`src/rtl/pipe_stage_reg.sv`:
```
// pipe_stage_reg: inter-stage pipeline register with valid, flush, stall hold,
// illegal-stall detection and saturating bubble/hold counters.
module pipe_stage_reg #(
  parameter int DATA_W = 64,
  parameter int STALL_W = 6,
  parameter int SRC_STAGE = 3,
  parameter int CNT_W = 16,
  parameter logic [DATA_W-1:0] BUBBLE_DATA = '0
) (
  input  logic               clk,
  input  logic               rst,
  input  logic [STALL_W-1:0] stall,
  input  logic               flush,
  input  logic               clr_cnt,
  input  logic               in_valid,
  input  logic [DATA_W-1:0]  in_data,
  output logic               out_valid,
  output logic [DATA_W-1:0]  out_data,
  output logic [CNT_W-1:0]   bubble_cnt,
  output logic [CNT_W-1:0]   hold_cnt,
  output logic               stall_err
);
  if (SRC_STAGE + 1 >= STALL_W || DATA_W < 1) begin : g_bad_params
    $error("pipe_stage_reg: SRC_STAGE+1 must be < STALL_W and DATA_W >= 1");
  end
  logic s, d, bubble, hold, unused_stall;
  assign s = stall[SRC_STAGE];
  assign d = stall[SRC_STAGE+1];
  assign unused_stall = ^stall;
  // flush suppresses all counting and error detection, not just the payload update
  assign bubble = !flush && s && !d;
  assign hold = !flush && d;
  always_ff @(posedge clk) begin
    if (!rst) begin
      out_valid <= 1'b0;
      out_data <= BUBBLE_DATA;
      bubble_cnt <= '0;
      hold_cnt <= '0;
      stall_err <= 1'b0;
    end else begin
      if (flush || (s && !d)) begin
        out_valid <= 1'b0;
        out_data <= BUBBLE_DATA;
      end else if (!d) begin
        out_valid <= in_valid;
        out_data <= in_data;
      end
      if (clr_cnt) begin
        bubble_cnt <= '0;
        hold_cnt <= '0;
        stall_err <= 1'b0;
      end else begin
        if (bubble && bubble_cnt != '1) bubble_cnt <= bubble_cnt + 1'b1;
        if (hold && hold_cnt != '1) hold_cnt <= hold_cnt + 1'b1;
        if (hold && !s) stall_err <= 1'b1;
      end
    end
  end
endmodule
```
`config.mk`:
```
export PLATFORM = sky130hd
export DESIGN_NAME = pipe_stage_reg
export DESIGN_NICKNAME = d
export VERILOG_FILES = /design/src/rtl/pipe_stage_reg.sv
export SDC_FILE = /design/constraint.sdc
export NUM_CORES = 1
export LEC_CHECK = 0
export ABC_AREA = 0
export CAP_MARGIN = 20
export CORE_MARGIN = 4
export CORE_UTILIZATION = 45
export DETAILED_ROUTE_END_ITERATION = 10
export PLACE_DENSITY = 0.85
export REMOVE_ABC_BUFFERS = 1
export SLEW_MARGIN = 0
export SYNTH_ARGS = -nofsm -noshare
export SYNTH_HDL_FRONTEND = slang
export SYNTH_SLANG_ARGS = --single-unit
```
`constraint.sdc`:
```
create_clock -name clk -period 4.8 [get_ports clk]
set_clock_uncertainty 0.15 [all_clocks]
set_input_delay 0.96 -clock clk [delete_from_list [all_inputs] [get_ports clk]]
set_output_delay 0.96 -clock clk [all_outputs]
set_load 0.01 [all_outputs]
```
## Word level (Yosys, flattened, before mapping)

Index checks and enable logic that the tools add are counted.
W data, S select, Z words.

| storage, ports and cells | value |
|---|---|
| flip-flop bits (word level) | 98 |
| input bits | 75 |
| logic and storage cells | 23 |

| cells by class | value |
|---|---|
| add/subtract/negate cells | 2 |
| eq/ne operators | 2 |
| bitwise operators | 1 |
| reduce and logical (&&, ||, !) cells | 13 |

Operators with widths:

| operator | count |
|---|---|
| $add A16 B1 Y16 const B | 2 |
| $ne A16 B16 Y1 const B | 2 |
| $logic_and A1 B1 Y1 | 7 |
| $reduce_or A2 Y1 | 2 |
| $logic_not A1 Y1 | 3 |
| $logic_or A1 B1 Y1 | 1 |
| $not A1 Y1 | 1 |

## Logic depth before layout (Yosys ltp)

| depth | value |
|---|---|
| depth after elaboration | 4 |
| gate-level depth with buffers | 7 |
| depth with buffers taken out | 6 |

## Least setup slack after synthesis

Ideal clock, no wire load.

| timing path | value |
|---|---|
| kind | input to register |
| start | input port stall[4] |
| end | register hold_cnt[13] |
| library setup time | 0.128 ns |
| data arrival time | 2.130 ns |
| slack | 2.393 ns |
| cell stages on the path | 7 |
| buffers on the path | 2 |
| cells stage by stage | buf_4 nand2b_1 buf_6 or3_4 nor4b_2 xnor2_1 nor2_1 |

| on the way | value |
|---|---|
| word-level cells in the longest chain between the ends | 2 |

RTL lines:

| item | line | text |
|---|---|---|
| from (decl) | 12 | `input logic [STALL_W-1:0] stall,` |
| $logic_and A1 B1 Y1 | 32 | `assign hold = !flush && d;` |
| $logic_and A1 B1 Y1 | 54 | `if (hold && hold_cnt != '1) hold_cnt <= hold_cnt + 1'b1;` |
| to (signal assigned) | 54 |  |
| to (decl) | 20 | `output logic [CNT_W-1:0] hold_cnt,` |

No other way between the ends.
A chain may end at the register's enable or synchronous reset.

## Final worst setup path

| timing path | value |
|---|---|
| start | input port flush |
| end | register hold_cnt[13] |

| on the way | value |
|---|---|
| word-level cells in the longest chain between the ends | 3 |

RTL lines:

| item | line | text |
|---|---|---|
| from (decl) | 13 | `input logic flush,` |
| $logic_not A1 Y1 | 32 |  |
| $logic_and A1 B1 Y1 | 32 |  |
| $logic_and A1 B1 Y1 | 54 |  |

No other way between the ends.

==> reports/metrics.cfg <==
[synth]
synthSimpleGateAreaFrac_pct=20.4
yosys.area.top_type=dfxtp_1
synth_xor_area_share_pct=5.60
ys_seq_area_share_pct=50.2
synth_area_leaders=dfxtp_1 (50%), mux2i_1 (17%), nor2_1 (9.4%)
synth_top_area_share_pct=50.2
synthAdderAreaFrac_pct=0.640
muxShareOfSynthArea_pct=17.1
synth_top_family_by_area=simple AND/OR/NAND/NOR gates
avgSynthCellArea_um2=9.75
ys_async_sr_fraction_pct=0
synth_edf_count=0
netlist_instances=401
yosys-top-cells-count=dfxtp_1 (98), nor2_1 (98), mux2i_1 (67)
synth_area_um2=3910
ys_warn_count=0
synth-compound-area-share_pct=3.33
synthDistinctLibCells=37
synth_seq_cells=98
synth_top_flop_cell=dfxtp_1

[clocking]
h-tree-depth=3
cts_setup_buffers=0
clockBufferDepth=2
cts_buffers=9
cts_root_buf=clkbuf_8
path_clk_slew_ns=0.10
hold_buffers=0
clk_latency_ns=0.35
cts_resized=0
cts_sinks=98
cts_tree=done

[placed_design]
dp_hpwl_mm=7.74
gp_congestion=0.807
io_buffers=168
pre_cts_ws_ns=1.75
placed_cells=657

[detailed_routing]
dr.pass1.iters=4
drt-initial-drc-count=78
viasPerCell=5.04
antenna_left=0
drc_errors=0
totalWireLength_mm=10.2
wl_per_cell_um=15.2
dr_total_vias=3394

[worst_hold_path]
hold_depth=2
hp-start=stall_err
whs_endpoint=stall_err
hold_class=flip-flop to flip-flop

[global_routing]
grt_overflow=0
antenna_found_initial=0
grt_pass1_wl_mm=16.4
grt_pass1_vias=3429
grt_use_total_pct=19.9
grt_max_degree=64

[floorplan]
start_util_pct=46.9
die_area_um2=10200
rows=33
design.core.area_um2=8340
die_w_um=101
pin_count=173
dieHeight_um=101

[power_and_ir_drop]
power_density_nw_per_um2=258
p_leak_nw=2.19
peakVddDrop_mv=0.174

[setup_path]
worstSetupPathType=input pin to flip-flop
reg2regPathDepth=6
r2r-start=hold_cnt[0]
cp_cell_sequence=clkdlybuf4s50_1, nand2b_1, or3_4, nor4b_2, xnor2_1, nor2_1
critical-path-slowest-cell=or3_4
cp_data_arrival_time_ns=2.79
r2r_slack_ns=2.62
cp.required_ns=4.91
crit_family=simple AND/OR/NAND/NOR gates
cp-end-kind=flip-flop
crit_buf_inv=1
max_stage_delay_ns=0.50
reg2reg_to=hold_cnt[15]
cp_max_fo=10
cp-start-kind=input pin

[sta]
max_freq_mhz=373
worst_pin_slew_ns=1.05
post-route-period-util_pct=55.9
slew_headroom_pct=30.2
setup_viol=0
drv_slew=0
rsz0062_at_grt=no
period_needed_ns=2.68
worst_slack_ns=2.12
hold_violations=0
holdWs_ns=0.350
setup-tns-final_ns=0

[cells_and_area]
area_growth_pct=50.0
finalNetCount=640
fin_util_pct=70.3
diodes=0
drive_gt1_share_pct=5.28
finalNonFillerCells=673

[outcome]
status=finished clean

[flow_run]
maxCapViolations=0

[metrics by stage]
step	power [mW]	area, um2
3_3_place_gp	1.02	5650
2_1_floorplan	0.913	3810
4_1_cts	1.54	5870
6_report	1.52	5870
3_5_place_dp	1.03	5680
5_1_grt	1.59	5870
[sequential cells by signal, summed over array words and instances (netlist names)]
name        count
bubble_cnt     16
out_data       64
out_valid       1
hold_cnt       16
stall_err       1
[worst max path at each step]
| stage | start | to | slack, ns | depth (start not counted) |
|---|---|---|---|---|
| 3_3_place_gp | flush | hold_cnt[13] | 1.74 | 6 |
| 3_5_place_dp | flush | hold_cnt[13] | 1.75 | 6 |
| 5_1_grt | flush | hold_cnt[14] | 2.03 | 6 |
| 2_1_floorplan | stall[4] | out_data[0] | 2.13 | 3 |
| 4_1_cts | flush | hold_cnt[13] | 2.15 | 6 |
| 6_report | flush | hold_cnt[13] | 2.12 | 6 |
[power by group]
part           switching (mW)  internal, mW
Sequential            0.00856         0.828
Combinational          0.0669         0.108
Clock                   0.286         0.219
[routing by layer]
metal / global-route usage, % / wire, um
met5: 0 / 0
met4: 5.62 / 141
met3: 11.2 / 1250
met2: 32.6 / 4820
met1: 22.1 / 4000
[worst min-delay path, delay by kind of cell, from the launching register on]
family | cells | cell delay [ns]
flip-flops | 1 | 0.33
AND/OR/NAND/NOR | 2 | 0.14
[final cells by class]
class,instances,area [um2]
Inverter,1,3.75
Sequential cell,98,1960
Fill cell,632,2470
Timing Repair Buffer,173,1740
Clock inverter,5,37.5
Clock buffer,11,151
Tap cell,105,131
Multi-Input combinational cell,280,1840
[layout by cell type, fill, tap and decap left out, types with 2 or more instances in the layout]
master	synthesis	layout
dfxtp_1	98	98
and3_1	6	6
nand3_1	11	11
nor3_1	7	7
buf_4	1	5
clkdlybuf4s50_1	0	167
and2_1	2	2
nand2b_1	3	3
and4_1	5	5
nand2_1	11	11
ha_1	2	2
clkinvlp_4	0	2
xor2_1	3	3
xnor2_1	22	22
a21oi_1	10	10
clkbuf_8	0	11
o21ai_0	4	4
nand4_1	9	9
nor4_1	3	3
a211oi_1	2	2
a2111oi_2	2	2
mux2i_1	67	67
nor2_1	98	98
[kinds of logic after synthesis]
| logic type | Yosys count |
|---|---|
| AND/OR/NAND/NOR | 166 |
| flip-flops | 98 |
| multiplexers | 67 |
| XOR/XNOR | 25 |
| buffers and inverters | 23 |
| AO/OA/AOI/OAI | 20 |
| adder cells (fa/ha/maj) | 2 |
No activity file was read; power rests on OpenSTA's default activity.
==> patch (config.mk and constraints unchanged) <==
Register the output `hold_cnt` once more; this adds one clock of latency there. The other outputs are not delayed to match.
--- a/src/rtl/pipe_stage_reg.sv
+++ b/src/rtl/pipe_stage_reg.sv
@@ -20,6 +20,8 @@
   output logic [CNT_W-1:0]   hold_cnt,
   output logic               stall_err
 );
+
+  logic [CNT_W-1:0] hold_cnt_s0;
   if (SRC_STAGE + 1 >= STALL_W || DATA_W < 1) begin : g_bad_params
     $error("pipe_stage_reg: SRC_STAGE+1 must be < STALL_W and DATA_W >= 1");
   end
@@ -35,7 +37,7 @@
       out_valid <= 1'b0;
       out_data <= BUBBLE_DATA;
       bubble_cnt <= '0;
-      hold_cnt <= '0;
+      hold_cnt_s0 <= '0;
       stall_err <= 1'b0;
     end else begin
       if (flush || (s && !d)) begin
@@ -47,13 +49,17 @@
       end
       if (clr_cnt) begin
         bubble_cnt <= '0;
-        hold_cnt <= '0;
+        hold_cnt_s0 <= '0;
         stall_err <= 1'b0;
       end else begin
         if (bubble && bubble_cnt != '1) bubble_cnt <= bubble_cnt + 1'b1;
-        if (hold && hold_cnt != '1) hold_cnt <= hold_cnt + 1'b1;
+        if (hold && hold_cnt_s0 != '1) hold_cnt_s0 <= hold_cnt_s0 + 1'b1;
         if (hold && !s) stall_err <= 1'b1;
       end
     end
   end
+  always_ff @(posedge clk) begin
+    hold_cnt <= hold_cnt_s0;
+  end
+
 endmodule
Behaviour: not the same (a bounded check fails within 4 cycles, from zero or initial values).
==> patch against the original RTL <==
  * Area after synthesis is 10% higher
  * Total power rose by 54%
  * Sequential power up 16%
  * Sequential cell count increased by 16
  * Count of clock-buffer cells in the layout rose by 6
  * Final area grew 14%
  * Wire length up 21%
  * First-iteration DRC count rose by 140%
  * Fmax decreased by 12%
  * Clock power grew 140%
  * Worst hold slack lost 0.097 ns
  * Setup slack worse by 0.38 ns
  * Critical path type unchanged
  * Largest power group is now clock
==> patch: results (changes against the original RTL) <==
LEAKAGE = 2.48 nW (was 2.19 nW)
# nets final = 679 (was 640)
Worst reg2reg startpoint = bubble_cnt[0]$_SDFFE_PP0P_ (was hold_cnt[0]$_SDFFE_PP0P_)
Non-filler cells, final = 744 (was 673)
R2R setup slack = 2.34 ns (was 2.62 ns)
Hold_sp = hold_cnt_s0[1]$_SDFFE_PP0P_ (was stall_err$_SDFFE_PP0P_)
Worst slew pin tran = 1.12 ns (was 1.05 ns)
Post-Syn Instances = 434 (was 401)
Worst reg2reg endpoint = bubble_cnt[15]$_SDFFE_PP0P_ (was hold_cnt[15]$_SDFFE_PP0P_)
Metal2 WL = 6190 um (was 4820 um)
Switching Share = 22.6% (was 23.8%)
1st-iter DRT viols = 189 (was 78)
HPWL Detailed = 8830 um (was 7740 um)
Post-Route M1 WL = 5340 um (was 4000 um)
Vias = 3,914 (was 3,394)
Top cells by area, synth = dfxtp_1 53%, mux2i_1 16%, nor2_1 6.6% (was dfxtp_1 50%, mux2i_1 17%, nor2_1 9.4%)
Total GRT Usage = 22.0% (was 19.9%)
Synth unique cells = 39 (was 37)
Layout cells sized above 1 = 6.50% (was 5.28%)
Routed wl met3 = 680 um (was 1250 um)
CP Capture Point = bubble_cnt[13]$_SDFFE_PP0P_ (was hold_cnt[13]$_SDFFE_PP0P_)
Reg clk slew, reported paths = 0.06 ns (was 0.10 ns)
Clk network pwr share = 50.8% (was 33.3%)
Clk Latency, worst-skew pair = 0.49 ns (was 0.35 ns)
Average wire per standard cell = 16.6 um (was 15.2 um)
CP startpoint = stall[3] (was flush)
Arr. time, crit path = 3.32 ns (was 2.79 ns)
First-pass GRT wire length = 19,700 um (was 16,400 um)
Sequential power = 971 uW (was 837 uW)
Total CTS buffers = 17 (was 9)
Placed Cells = 711 (was 657)
Pwr Total = 2.34 mW (was 1.52 mW)
CP max FO = 14 (was 10)
Worst hold path depth = 0 (was 2)
RePlAce Congestion = 0.891 (was 0.807)
WHS = 0.253 ns (was 0.350 ns)
Slowest CP cell = or4_1 (was or3_4)
Register area share after synthesis = 53.0% (was 50.2%)
Pin count of the biggest net entering global routing = 69 (was 64)
Most instantiated cells after synthesis = 114 x dfxtp_1, 76 x nor2_1, 69 x mux2i_1, 20 x a21oi_1, 17 x nand2_1 (was 98 x dfxtp_1, 98 x nor2_1, 67 x mux2i_1, 22 x xnor2_1, 14 x clkbuf_1)
Post-Place Cell Area = 0.00608 mm2 (was 0.00568 mm2)
Period Utilization, post-route = 63.7% (was 55.9%)
Outcome = complete, no violations (unchanged)
Hold Crit Endpoint = hold_cnt[1]$_DFF_P_ (was stall_err$_SDFFE_PP0P_)
Initial Util = 46.3% (was 46.9%)
H-tree depth = 4 (was 3)
DP Worst Slack = 1.26 ns (was 1.75 ns)
patch: cell count changes in the layout (fill, tap and decap cells not counted), sizes merged, moves of 10 or more:
cell and change:
or4 +11, a21oi +10, nor2 -22, xnor2 -20, dfxtp +16
patch: routing by layer:
metal | GRT usage, % | vias to the layer above
li1 | - | 1908
met1 | 26.7 | 1854
met2 | 38.5 | 141
met3 | 5.57 | 11
met4 | 6.38 | 0
met5 | 0 | -
patch: area by class of cell:
cell class / count / area (um2)
Clock buffer: 17 / 414
Clock inverter: 15 / 159
Fill cell: 695 / 2620
Inverter: 3 / 11.3
Multi-Input combinational cell: 294 / 1920
Sequential cell: 114 / 2280
Tap cell: 129 / 161
Timing Repair Buffer: 172 / 1720
patch: logic make-up after synthesis:
kind of cell	share of synthesized area (%)
XOR/XNOR	0.407
AND/OR/NAND/NOR	19.3
AO/OA/AOI/OAI	8.17
multiplexers	16.1
flip-flops	53.0
buffers and inverters	2.47
adder cells (fa/ha/maj)	0.581
